--- config.mk ---
export PLATFORM = sky130hd
export DESIGN_NAME = ddr_queue_rd_scheduler
export DESIGN_NICKNAME = d
export VERILOG_FILES = /design/src/rtl/ddr_queue_rd_scheduler.sv
export SDC_FILE = /design/constraint.sdc
export NUM_CORES = 1
export LEC_CHECK = 0
export CAP_MARGIN = 20
export CORE_ASPECT_RATIO = 2
export CORE_MARGIN = 3
export CORE_UTILIZATION = 50
export CTS_CLUSTER_SIZE = 12
export DETAILED_ROUTE_END_ITERATION = 8
export PLACE_DENSITY = 0.91
export SYNTH_ARGS = -nofsm -noshare
export SYNTH_HDL_FRONTEND = slang
export SYNTH_SLANG_ARGS = --single-unit
--- constraint.sdc ---
create_clock -name i_clk -period 37.3 [get_ports i_clk]
set_clock_uncertainty 0.15 [all_clocks]
set_input_delay 3.73 -clock i_clk [delete_from_list [all_inputs] [get_ports i_clk]]
set_output_delay 3.73 -clock i_clk [all_outputs]
set_load 0.01 [all_outputs]
--- src/rtl/ddr_queue_rd_scheduler.sv ---
// ddr_queue_rd_scheduler
//
// Read-side scheduler for the per-port DDR local queues. Drain requests
// (queue id plus byte budget) are held in a request table and granted
// round-robin, one queue at a time. For the granted queue the block hands
// over the budget, captures each read command the queue emits, and forwards
// it to the shared DDR read-command port. It then relays read completions
// back until the queue reports that its drain is finished.
//
// Ports
//   i_clk, i_rst               clock, asynchronous active-high reset
//   i_sched_*/o_sched_ready    drain request handshake (qid, byte budget)
//   o_sched_done/o_done_*      end-of-drain pulse with qid and issued bytes
//   o_err                      pulses with o_sched_done when a drain timed out
//   o_q_rd_byte*/i_q_rd_byte_ready   budget handoff to queue slice i
//   i_q_finish                 queue reports its drain finished
//   i_q_rd_*/o_q_rd_ready      read command from queue i
//   o_q_rd_cpl                 read completion relayed to queue i
//   o_ddr_rd_*/i_ddr_rd_ready  shared DDR read-command port
//   i_ddr_rd_cpl               outstanding DDR read finished
//   o_busy                     high whenever a drain is in progress
module ddr_queue_rd_scheduler #(
  parameter int P_QUEUE_NUM        = 4,
  parameter int C_M_AXI_ADDR_WIDTH = 32,
  parameter int P_TIMEOUT          = 1024,
  localparam int QW = $clog2(P_QUEUE_NUM),
  localparam int AW = C_M_AXI_ADDR_WIDTH
) (
  input  logic                     i_clk,
  input  logic                     i_rst,
  input  logic                     i_sched_valid,
  output logic                     o_sched_ready,
  input  logic [QW-1:0]            i_sched_qid,
  input  logic [AW-1:0]            i_sched_byte,
  output logic                     o_sched_done,
  output logic [QW-1:0]            o_done_qid,
  output logic [AW-1:0]            o_done_bytes,
  output logic                     o_err,
  output logic [P_QUEUE_NUM*AW-1:0] o_q_rd_byte,
  output logic [P_QUEUE_NUM-1:0]   o_q_rd_byte_valid,
  input  logic [P_QUEUE_NUM-1:0]   i_q_rd_byte_ready,
  input  logic [P_QUEUE_NUM-1:0]   i_q_finish,
  input  logic [P_QUEUE_NUM*AW-1:0] i_q_rd_addr,
  input  logic [P_QUEUE_NUM*16-1:0] i_q_rd_len,
  input  logic [P_QUEUE_NUM*8-1:0] i_q_rd_strb,
  input  logic [P_QUEUE_NUM-1:0]   i_q_rd_valid,
  output logic [P_QUEUE_NUM-1:0]   o_q_rd_ready,
  output logic [P_QUEUE_NUM-1:0]   o_q_rd_cpl,
  output logic [AW-1:0]            o_ddr_rd_addr,
  output logic [15:0]              o_ddr_rd_len,
  output logic [7:0]               o_ddr_rd_strb,
  output logic [QW-1:0]            o_ddr_rd_qid,
  output logic                     o_ddr_rd_valid,
  input  logic                     i_ddr_rd_ready,
  input  logic                     i_ddr_rd_cpl,
  output logic                     o_busy
);

  typedef enum logic [2:0] {
    S_IDLE,
    S_BYTE,
    S_CMD,
    S_ISSUE,
    S_WAIT_CPL,
    S_DONE
  } state_e;

  localparam logic [AW-1:0] TIMEOUT_LAST = AW'(P_TIMEOUT - 1);

  state_e                 state_q;
  logic [P_QUEUE_NUM-1:0] pending_q;
  logic [AW-1:0]          budget_q [P_QUEUE_NUM];
  logic [QW-1:0]          rr_q;
  logic [QW-1:0]          act_q;
  logic [AW-1:0]          timer_q;
  logic [AW-1:0]          byte_cnt_q;

  logic                   grant_found_d;
  logic [QW-1:0]          grant_qid_d;
  logic [QW-1:0]          cand;
  logic                   accept;

  // A queue can take a new request only while it has nothing pending.
  assign o_sched_ready = ~pending_q[i_sched_qid];
  assign accept        = i_sched_valid & o_sched_ready & (i_sched_byte != '0);

  // First pending queue at or after the round-robin pointer. Scanning from
  // the far end lets the nearest candidate overwrite the others.
  always_comb begin
    grant_found_d = 1'b0;
    grant_qid_d   = '0;
    cand          = '0;
    for (int k = P_QUEUE_NUM - 1; k >= 0; k--) begin
      cand = rr_q + QW'(k);
      if (pending_q[cand]) begin
        grant_found_d = 1'b1;
        grant_qid_d   = cand;
      end
    end
  end

  // Ready and completion relay are decoded from the registered state so the
  // active queue sees a completion in the same cycle the DDR reports it.
  always_comb begin
    o_q_rd_ready = '0;
    o_q_rd_cpl   = '0;
    if (state_q == S_CMD || state_q == S_WAIT_CPL) begin
      o_q_rd_ready[act_q] = 1'b1;
    end
    if (state_q == S_WAIT_CPL) begin
      o_q_rd_cpl[act_q] = i_ddr_rd_cpl;
    end
  end

  // Request table, drain FSM and all registered outputs. The timeout counter
  // free-runs and is cleared on every state entry, so it measures the time
  // spent in the current state.
  always_ff @(posedge i_clk or posedge i_rst) begin
    if (i_rst) begin
      state_q           <= S_IDLE;
      pending_q         <= '0;
      rr_q              <= '0;
      act_q             <= '0;
      timer_q           <= '0;
      byte_cnt_q        <= '0;
      for (int i = 0; i < P_QUEUE_NUM; i++) begin
        budget_q[i] <= '0;
      end
      o_sched_done      <= 1'b0;
      o_done_qid        <= '0;
      o_done_bytes      <= '0;
      o_err             <= 1'b0;
      o_q_rd_byte       <= '0;
      o_q_rd_byte_valid <= '0;
      o_ddr_rd_addr     <= '0;
      o_ddr_rd_len      <= '0;
      o_ddr_rd_strb     <= '0;
      o_ddr_rd_qid      <= '0;
      o_ddr_rd_valid    <= 1'b0;
      o_busy            <= 1'b0;
    end else begin
      o_sched_done <= 1'b0;
      o_err        <= 1'b0;
      timer_q      <= timer_q + 1'b1;

      if (accept) begin
        pending_q[i_sched_qid] <= 1'b1;
        budget_q[i_sched_qid]  <= i_sched_byte;
      end

      case (state_q)
        S_IDLE: begin
          if (grant_found_d) begin
            act_q                                   <= grant_qid_d;
            rr_q                                    <= grant_qid_d + 1'b1;
            o_q_rd_byte_valid[grant_qid_d]          <= 1'b1;
            o_q_rd_byte[int'(grant_qid_d)*AW +: AW] <= budget_q[grant_qid_d];
            byte_cnt_q                              <= '0;
            timer_q                                 <= '0;
            o_busy                                  <= 1'b1;
            state_q                                 <= S_BYTE;
          end
        end
        S_BYTE: begin
          if (i_q_rd_byte_ready[act_q]) begin
            o_q_rd_byte_valid <= '0;
            o_q_rd_byte       <= '0;
            timer_q           <= '0;
            state_q           <= S_CMD;
          end
        end
        S_CMD: begin
          if (i_q_rd_valid[act_q]) begin
            o_ddr_rd_addr  <= i_q_rd_addr[int'(act_q)*AW +: AW];
            o_ddr_rd_len   <= i_q_rd_len[int'(act_q)*16 +: 16];
            o_ddr_rd_strb  <= i_q_rd_strb[int'(act_q)*8 +: 8];
            o_ddr_rd_qid   <= act_q;
            o_ddr_rd_valid <= 1'b1;
            timer_q        <= '0;
            state_q        <= S_ISSUE;
          end else if (timer_q == TIMEOUT_LAST) begin
            o_sched_done <= 1'b1;
            o_err        <= 1'b1;
            o_done_qid   <= act_q;
            o_done_bytes <= byte_cnt_q;
            timer_q      <= '0;
            state_q      <= S_DONE;
          end
        end
        S_ISSUE: begin
          // Length is in 8-byte words; the byte count wraps freely.
          if (i_ddr_rd_ready) begin
            o_ddr_rd_valid <= 1'b0;
            byte_cnt_q     <= byte_cnt_q + AW'({o_ddr_rd_len, 3'b000});
            timer_q        <= '0;
            state_q        <= S_WAIT_CPL;
          end
        end
        S_WAIT_CPL: begin
          if (i_ddr_rd_cpl) begin
            timer_q <= '0;
            if (i_q_finish[act_q]) begin
              o_sched_done <= 1'b1;
              o_done_qid   <= act_q;
              o_done_bytes <= byte_cnt_q;
              state_q      <= S_DONE;
            end else begin
              state_q <= S_CMD;
            end
          end else if (timer_q == TIMEOUT_LAST) begin
            o_sched_done <= 1'b1;
            o_err        <= 1'b1;
            o_done_qid   <= act_q;
            o_done_bytes <= byte_cnt_q;
            timer_q      <= '0;
            state_q      <= S_DONE;
          end
        end
        S_DONE: begin
          pending_q[act_q] <= 1'b0;
          o_busy           <= 1'b0;
          timer_q          <= '0;
          state_q          <= S_IDLE;
        end
        default: begin
          state_q <= S_IDLE;
        end
      endcase
    end
  end

endmodule

; ---- Yosys cells after proc, flatten, opt, wreduce, memory -nomap -nowiden
; Index checks and enable logic that the tools add are counted.
[totals]
reg_bits = 431
latchBits = 0
ram_bits = 0
rom_bits = 0
out_inout_bits = 237
word_cells = 176
n_memories = 0
[op_classes]
addsub = 7
multipliers = 0
div_mod_pow = 0
n_lt_le_gt_ge = 13
eq_ne = 12
shift = 5
muxes = 87
bitwise_logic = 10
n_reduce_logical = 20
[op_table]
columns = cell, n
row1 = $mux 32, 15
row2 = $bwmux 128, 2
row3 = $mux 128, 2
row4 = $pmux 128 s2, 1
row5 = $pmux 32 s6, 1
row6 = $pmux 32 s2, 2
row7 = $shift 32x33->128 const A, 1
row8 = $shiftx 128x8->32, 1
row9 = $shiftx 32x33->128, 1
row10 = $bmux 32 s2, 1
row11 = $demux 32 s2, 1
row12 = $shiftx 64x7->16, 1
row13 = $neg 7->33, 1
row14 = $add 32x1->32 const B, 1
row15 = $add 32x19->32, 1
row16 = $eq 32x10->1 const B, 1
row17 = $reduce_bool 32->1, 1
row18 = $shiftx 32x6->8, 1
row19 = $mux 4, 6
row20 = $mux 1, 23
row21 = $lt 2x3->1 const B, 7
row22 = $mux 3, 7
row23 = $bmux 1 s2, 8
row24 = $mux 2, 8
row25 = other kinds (28), 60

; ---- Longest topological paths before layout
; Gate-level depths: netlist of run 1.
[depth]
word_depth = 15
ltp_mapped = 12

; ---- Worst setup path before layout of run 1
; No wires, ideal clock.
[synth_path]
path_kind = in2out
startpoint = input port i_sched_qid[0]
endpoint = output port o_sched_ready
arrival_ns = 4.304
path_slack_ns = 29.116
stages = 2
path_buffers = 0
path_cell_list = mux4_2 -> inv_1
[synth_between]
elab_chain_len = 3
[synth_lines]
columns = item, line
row1 = start: declaration, 33  ; input logic [QW-1:0] i_sched_qid,
row2 = $bmux 1 s2, 84  ; assign o_sched_ready = ~pending_q[i_sched_qid];
row3 = $mux 1 (not written as such), 84
row4 = $not 1->1, 84
row5 = end: declaration, 32  ; output logic o_sched_ready,
; No other way between the ends. The select of a mux whose other input is x is not followed.

; ---- Worst setup path in the final report of run 1
; Ends and elaborated chain as after synthesis.

==> results of run 1 <==
==> kinds of logic (layout without fill, tap and decap cells) <==
family                     Yosys count  in the layout  synth area share, %
DFF                                428            428                 55.3
xor gates and xnor gates            49             49                 2.22
and+or+nand+nor                    388            388                 9.11
buffers and inverters              102            605                 2.20
other                                0             10                    0
adders and majority gates           24             24                 1.59
muxes                              343            343                 23.0
AOI/OAI and AO/OA                  231            231                 6.54
==> flip-flops by register name, summed over array words and instances (netlist names), 3 cells and up <==
| register | count |
|---|---|
| budget_q | 128 |
| o_q_rd_byte | 128 |
| o_ddr_rd_addr | 32 |
| o_done_bytes | 32 |
| timer_q | 32 |
| byte_cnt_q | 29 |
| o_ddr_rd_len | 16 |
| o_ddr_rd_strb | 8 |
| o_q_rd_byte_valid | 4 |
| pending_q | 4 |
| state_q | 3 |
==> layout make-up <==
type | instances | area, µm²
antenna | 10 | 25.0
clock buffer | 51 | 1160
clock inverter | 7 | 80.1
fill | 2539 | 11700
inverter | 14 | 60.1
multi-input combinational | 1035 | 8290
sequential | 428 | 10700
tap | 515 | 644
timing repair buffer | 533 | 5350
==> final timing paths <==
check	startpoint	slack, ns	endpoint
min in group asynchronous	i_rst	3.61	o_done_bytes[16]
worst max-delay path	i_sched_qid[0]	27.92	o_sched_ready
worst min register to register	o_q_rd_byte[100]	0.33	o_q_rd_byte[100]
worst max register to register	pending_q[1]	33.47	o_q_rd_byte[46]
worst min-delay path	o_q_rd_byte[100]	0.33	o_q_rd_byte[100]
max in group asynchronous	i_rst	31.17	budget_q[44]
==> layout by cell type, fill, tap and decap left out, types with 30 or more instances in the layout <==
| cell | instances |
|---|---|
| mux2_2 | 217 |
| o21ai_0 | 160 |
| clkdlybuf4s50_1 | 511 |
| dfrtp_1 | 426 |
| xor2_1 | 31 |
| mux2i_1 | 66 |
| nor2_1 | 76 |
| clkbuf_16 | 44 |
| mux4_2 | 60 |
| nand3_1 | 30 |
| nand2_1 | 185 |
| a21oi_1 | 31 |
==> layer usage <==
metal  vias up  share of wire (%)  GRT usage, %
met2       856                 51          55.2
li1       6576                  -             -
met1      7696                 33          34.3
met4         2                6.8          19.2
met5         -              0.019             0
met3       230                8.6          8.14
==> power by group <==
part / internal (µW) / switching, µW / leakage (µW)
logic: 435 / 462 / 0.00518
clock network: 225 / 179 / 0.000602
registers: 620 / 118 / 0.00561
==> worst min-delay path: stages (launching register included) <==
cell and delay [ns]:
dfrtp_1 0.34, nand2_1 0.04, o21ai_0 0.06
==> per-stage QoR <==
step | power (µW) | hold slack (ns) | std cells
2_1_floorplan | 1200 | 0.318 | 1565
3_3_place_gp | 1570 | 0.311 | 2521
3_5_place_dp | 1610 | 0.318 | 2521
4_1_cts | 2020 | 0.331 | 2579
5_1_grt | 2130 | 0.360 | 2593
6_report | 2040 | 0.330 | 2593
==> flow_metrics.py, run 1 <==
metrics = {
    "global_route": {
        "antenna_found_initial": 11,
        "grt_pass1_vias": 16464,
        "grt_usage_pct": 31.6,
        "grt_start_max_net_pins": 116,
        "overflow": 0,
        "grt_pass1_wl_um": 100000,
    },
    "placement": {
        "dpl_worst_slack_ns": 27.94,
        "io_buffers": 511,
        "placed_cell_area_um2": 25000,
        "gp_congestion": 0.937,
        "hpwl_um": 49000,
    },
    "setup_path": {
        "worst_path_most_repeated_cell": "clkdlybuf4s50_1",
        "crit_required_ns": 33.42,
        "cp_top_family": "buffers and inverters",
        "cp-end-kind": "output pin",
        "critPathLaunchType": "input pin",
        "reg2reg_depth": 6,
        "critPathMaxFanout": 5,
        "cp.depth": 4,
        "worst_ep_arrival_time_ns": 5.50,
        "crit_buf_inv": 3,
        "slowest_delay_ns": 0.59,
        "path_class": "input pin to output pin",
        "crit_chain": "clkdlybuf4s50_1 -> mux4_2 -> inv_1 -> clkdlybuf4s50_1",
        "cpMaxStageDelayCell": "clkdlybuf4s50_1",
    },
    "power_and_ir_drop": {
        "irDropWorstVdd_uv": 68.0,
        "p_per_area_nw_per_um2": 77.4,
        "p_leak_uw": 0.0114,
    },
    "synthesis": {
        "ys_seq_area_share_pct": 55.3,
        "synthArstFlopShare_pct": 100,
        "netlist.area_leader.share_pct": 55.3,
        "yosysMostFrequentCell": "dfrtp_1",
        "synthesis.nets": 1864,
        "ys_types": 49,
        "ys_top_cells_by_area": "dfrtp_1, mux2_2, mux4_2, o21ai_0, nand2_1",
        "synthesis.area_um2": 19400,
        "synth_common_cells": "dfrtp_1, mux2_2, nand2_1, o21ai_0, nor2_1",
        "synth_ff_type": "dfrtp_1",
        "synth_area_per_cell_um2": 12.4,
        "yosysTopAreaCell": "dfrtp_1",
        "synth_warnings": 0,
        "ys_ff_latch": 428,
        "syn_inst": 1565,
        "synth-edff-count": 0,
    },
    "run": {
        "drv_cap": 0,
    },
    "timing": {
        "min_period_ns": 9.38,
        "finalWorstSetupSlack_ns": 27.92,
        "tightest_slew_ns": 1.08,
        "fin_crit_sh_pct": 25.1,
        "slew_violations": 0,
        "setup_viol": 0,
        "max_freq_ghz": 0.107,
        "fin_setup_tns_ns": 0,
        "relSlewSlack_pct": 27.8,
        "hold_violations": 0,
        "rsz0062_at_grt": "no",
    },
    "drt": {
        "drt_iter0_drc": 952,
        "routed_wl_um": 66800,
        "wl_per_cell_um": 25.8,
        "viasPerCell": 5.92,
        "drc_errors": 0,
        "num_vias": 15360,
        "firstDrtPassIters": 5,
        "ant_nets": 0,
    },
    "floorplan": {
        "rows": 101,
        "io_pins": 512,
        "die_w_um": 145,
        "dieArea_um2": 41300,
        "die_y_um": 284,
        "fp.coreArea_um2": 38000,
        "start_util_pct": 50.9,
    },
    "min_path": {
        "holdPathStages": 2,
        "hold_path_class": "flip-flop to flip-flop",
    },
    "finish": {
        "finalNetCount": 2354,
        "synthToLayoutAreaGrowth_pct": 36.0,
        "drive_gt1_share_pct": 18.0,
        "post-route-cell-area_um2": 26300,
        "fin_util_pct": 69.2,
    },
    "clock_tree": {
        "tritoncts": "done",
        "clock_latency_ns": 0.54,
        "numCtsBuffers": 43,
        "clockRootBuffer": "clkbuf_16",
        "post_cts_buffers": 0,
        "clk_pin_slew_ns": 0.06,
        "cts_hold_buf": 0,
        "cts.repair.resized": 0,
        "htreeDepth": 2,
        "clockBufferDepth": 3,
        "clock_sinks": 428,
    },
    "run_status": {
        "status": "complete, no violations",
    },
}
No activity file was read; power rests on OpenSTA's default activity.
==> inputs of run 2 (changes only) <==
- CORE_UTILIZATION: 50 -> 49
- PLACE_DENSITY: 0.91 -> 0.9
- clock period: 37.3 -> 8.7 ns (I/O delays scaled with it)
==> run 2 against run 1 <==
Clock-buffer cell count down 4. Cell area down 0.44%. Non-clock buffer count decreased by 2. Total power rose to 4.2 times the previous value. First-iteration DRC count decreased by 7.9%. Largest power group unchanged.
==> flow_metrics.py, run 2 (synthesis results as in run 1) <==
metrics = {
    "setup_path": {
        "cp.depth": 4,
        "path_class": "input pin to output pin",
        "cp-startpoint": "i_sched_qid[0]",
        "worst_path_most_repeated_cell": "clkdlybuf4s50_1",
        "critPathLaunchType": "input pin",
        "slowest_delay_ns": 0.60,
        "cpMaxStageDelayCell": "clkdlybuf4s50_1",
        "crit_required_ns": 7.68,
        "crit_buf_inv": 3,
        "cp_top_family": "buffers and inverters",
        "reg2reg_depth": 9,
        "critPathMaxFanout": 5,
        "crit_path_end": "o_sched_ready",
        "r2r_slack_ns": 5.04,
        "reg2reg_to": "o_q_rd_byte[121]",
        "worstReg2RegStart": "pending_q[3]",
        "worst_ep_arrival_time_ns": 2.72,
        "crit_chain": "clkdlybuf4s50_1 -> mux4_2 -> inv_1 -> clkdlybuf4s50_1",
        "cp-end-kind": "output pin",
    },
    "floorplan": {
        "dieArea_um2": 42100,
        "start_util_pct": 49.7,
        "io_pins": 512,
        "rows": 102,
        "die_y_um": 287,
        "fp.coreArea_um2": 38900,
        "die_w_um": 147,
    },
    "drt": {
        "drt_iter0_drc": 877,
        "drc_errors": 0,
        "wl_met2_um": 35400,
        "maxUsedRoutingLayer": "met5",
        "wl_met3_um": 5000,
        "viasPerCell": 5.85,
        "firstDrtPassIters": 5,
        "wl_per_cell_um": 25.7,
        "routed_wl_um": 66500,
        "num_vias": 15145,
        "m1WireLength_um": 22700,
        "ant_nets": 0,
    },
    "clock_tree": {
        "clk_pin_slew_ns": 0.06,
        "cts.repair.resized": 0,
        "clockRootBuffer": "clkbuf_16",
        "numCtsBuffers": 42,
        "clock_latency_ns": 0.56,
        "clock_sinks": 428,
        "cts_hold_buf": 0,
        "tritoncts": "done",
        "htreeDepth": 2,
        "post_cts_buffers": 0,
        "clockBufferDepth": 3,
    },
    "global_route": {
        "grt_pass1_vias": 16160,
        "antenna_found_initial": 12,
        "grt_start_max_net_pins": 178,
        "grt_usage_pct": 31.1,
        "grt_pass1_wl_um": 99500,
        "overflow": 0,
    },
    "placement": {
        "gp_congestion": 0.928,
        "placed_cell_area_um2": 25000,
        "dp.cells": 2527,
        "dpl_worst_slack_ns": 4.58,
        "io_buffers": 511,
        "hpwl_um": 50200,
    },
    "finish": {
        "final_common_cell": "clkdlybuf4s50_1",
        "finalNetCount": 2351,
        "post-route-cell-area_um2": 26200,
        "layoutNonFillerInstCount": 2589,
        "layout_common_cells": "clkdlybuf4s50_1, dfrtp_1, mux2_2",
        "reg_top3": "budget_q: 128 flops, o_q_rd_byte: 128 flops",
        "drive_gt1_share_pct": 17.7,
        "synthToLayoutAreaGrowth_pct": 35.4,
    },
    "timing": {
        "tightest_slew_ns": 1.20,
        "hold_violations": 0,
        "fin_crit_sh_pct": 42.9,
        "relSlewSlack_pct": 20.1,
        "slew_violations": 0,
        "fin_setup_tns_ns": 0,
        "rsz0062_at_grt": "no",
        "setup_viol": 0,
        "finalWorstSetupSlack_ns": 4.96,
        "max_freq_ghz": 0.268,
        "min_period_ns": 3.74,
    },
    "run_status": {
        "status": "complete, no violations",
    },
    "power_and_ir_drop": {
        "irDropWorstVdd_uv": 269,
        "p_per_area_nw_per_um2": 329,
        "p_leak_uw": 0.0113,
    },
    "run": {
        "drv_cap": 0,
    },
    "min_path": {
        "hold_path_class": "flip-flop to flip-flop",
    },
}
## run 2: cell types whose count changed in the layout (fill, tap and decap cells not counted), sizes merged
cell,delta
diode,-1
clkinvlp,-1
inv,+1
clkbuf,-4
bufinv,-1
buf,-2
clkinv,-1
## run 2: area by class of cell
cell class              instances  area [µm²]
diodes                          9        22.5
clock buffers                  47        1070
clock inverters                 5        70.1
fillers                      2655       12700
inverters                      14        56.3
multi-input cells            1035        8290
flip-flops and latches        428       10700
well taps                     520         651
repair buffers                531        5330
## run 2: how the worst min path moves through the flow
stage	start	endpoint	slack [ns]	depth (start not counted)
floorplan	timer_q[0]	timer_q[0]	0.32	1
global placement	o_q_rd_byte[33]	o_q_rd_byte[33]	0.31	2
detailed placement	o_q_rd_byte[65]	o_q_rd_byte[65]	0.32	2
CTS	o_q_rd_byte[119]	o_q_rd_byte[119]	0.34	2
global route	o_q_rd_byte[13]	o_q_rd_byte[13]	0.35	2
finish	o_q_rd_byte[74]	o_q_rd_byte[74]	0.33	2
## run 2: where the power goes
| group | leakage [µW] | total, µW | switching, µW | internal [µW] |
|---|---|---|---|---|
| registers | 0.00561 | 3170 | 515 | 2660 |
| logic | 0.00516 | 3820 | 1950 | 1870 |
| clock network | 0.000558 | 1620 | 749 | 875 |
## run 2: worst reg2reg max path: cells and delay by family, from the launching register on
family                   cells  cell delay, ns
AO/OA/AOI/OAI                3            0.86
adder cells (fa/ha/maj)      1            0.38
buffers and inverters        3            0.85
flip-flops                   1            0.41
AND/OR/NAND/NOR              2            0.89
## run 2: per-layer routing
metal | GRT usage (%) | vias up
met4 | 14.3 | 4
met3 | 7.65 | 162
met2 | 57.3 | 726
met5 | 0 | -
met1 | 33.2 | 7682
li1 | - | 6571
## run 2: per-stage QoR
stage | total power [µW] | utilization (%) | hold slack [ns]
after floorplan | 5160 | - | 0.318
after global placement | 6760 | 64.2 | 0.311
after detailed placement | 6960 | 64.3 | 0.321
after CTS | 8610 | 67.2 | 0.337
after global routing | 9030 | 67.3 | 0.355
final | 8620 | 67.3 | 0.333
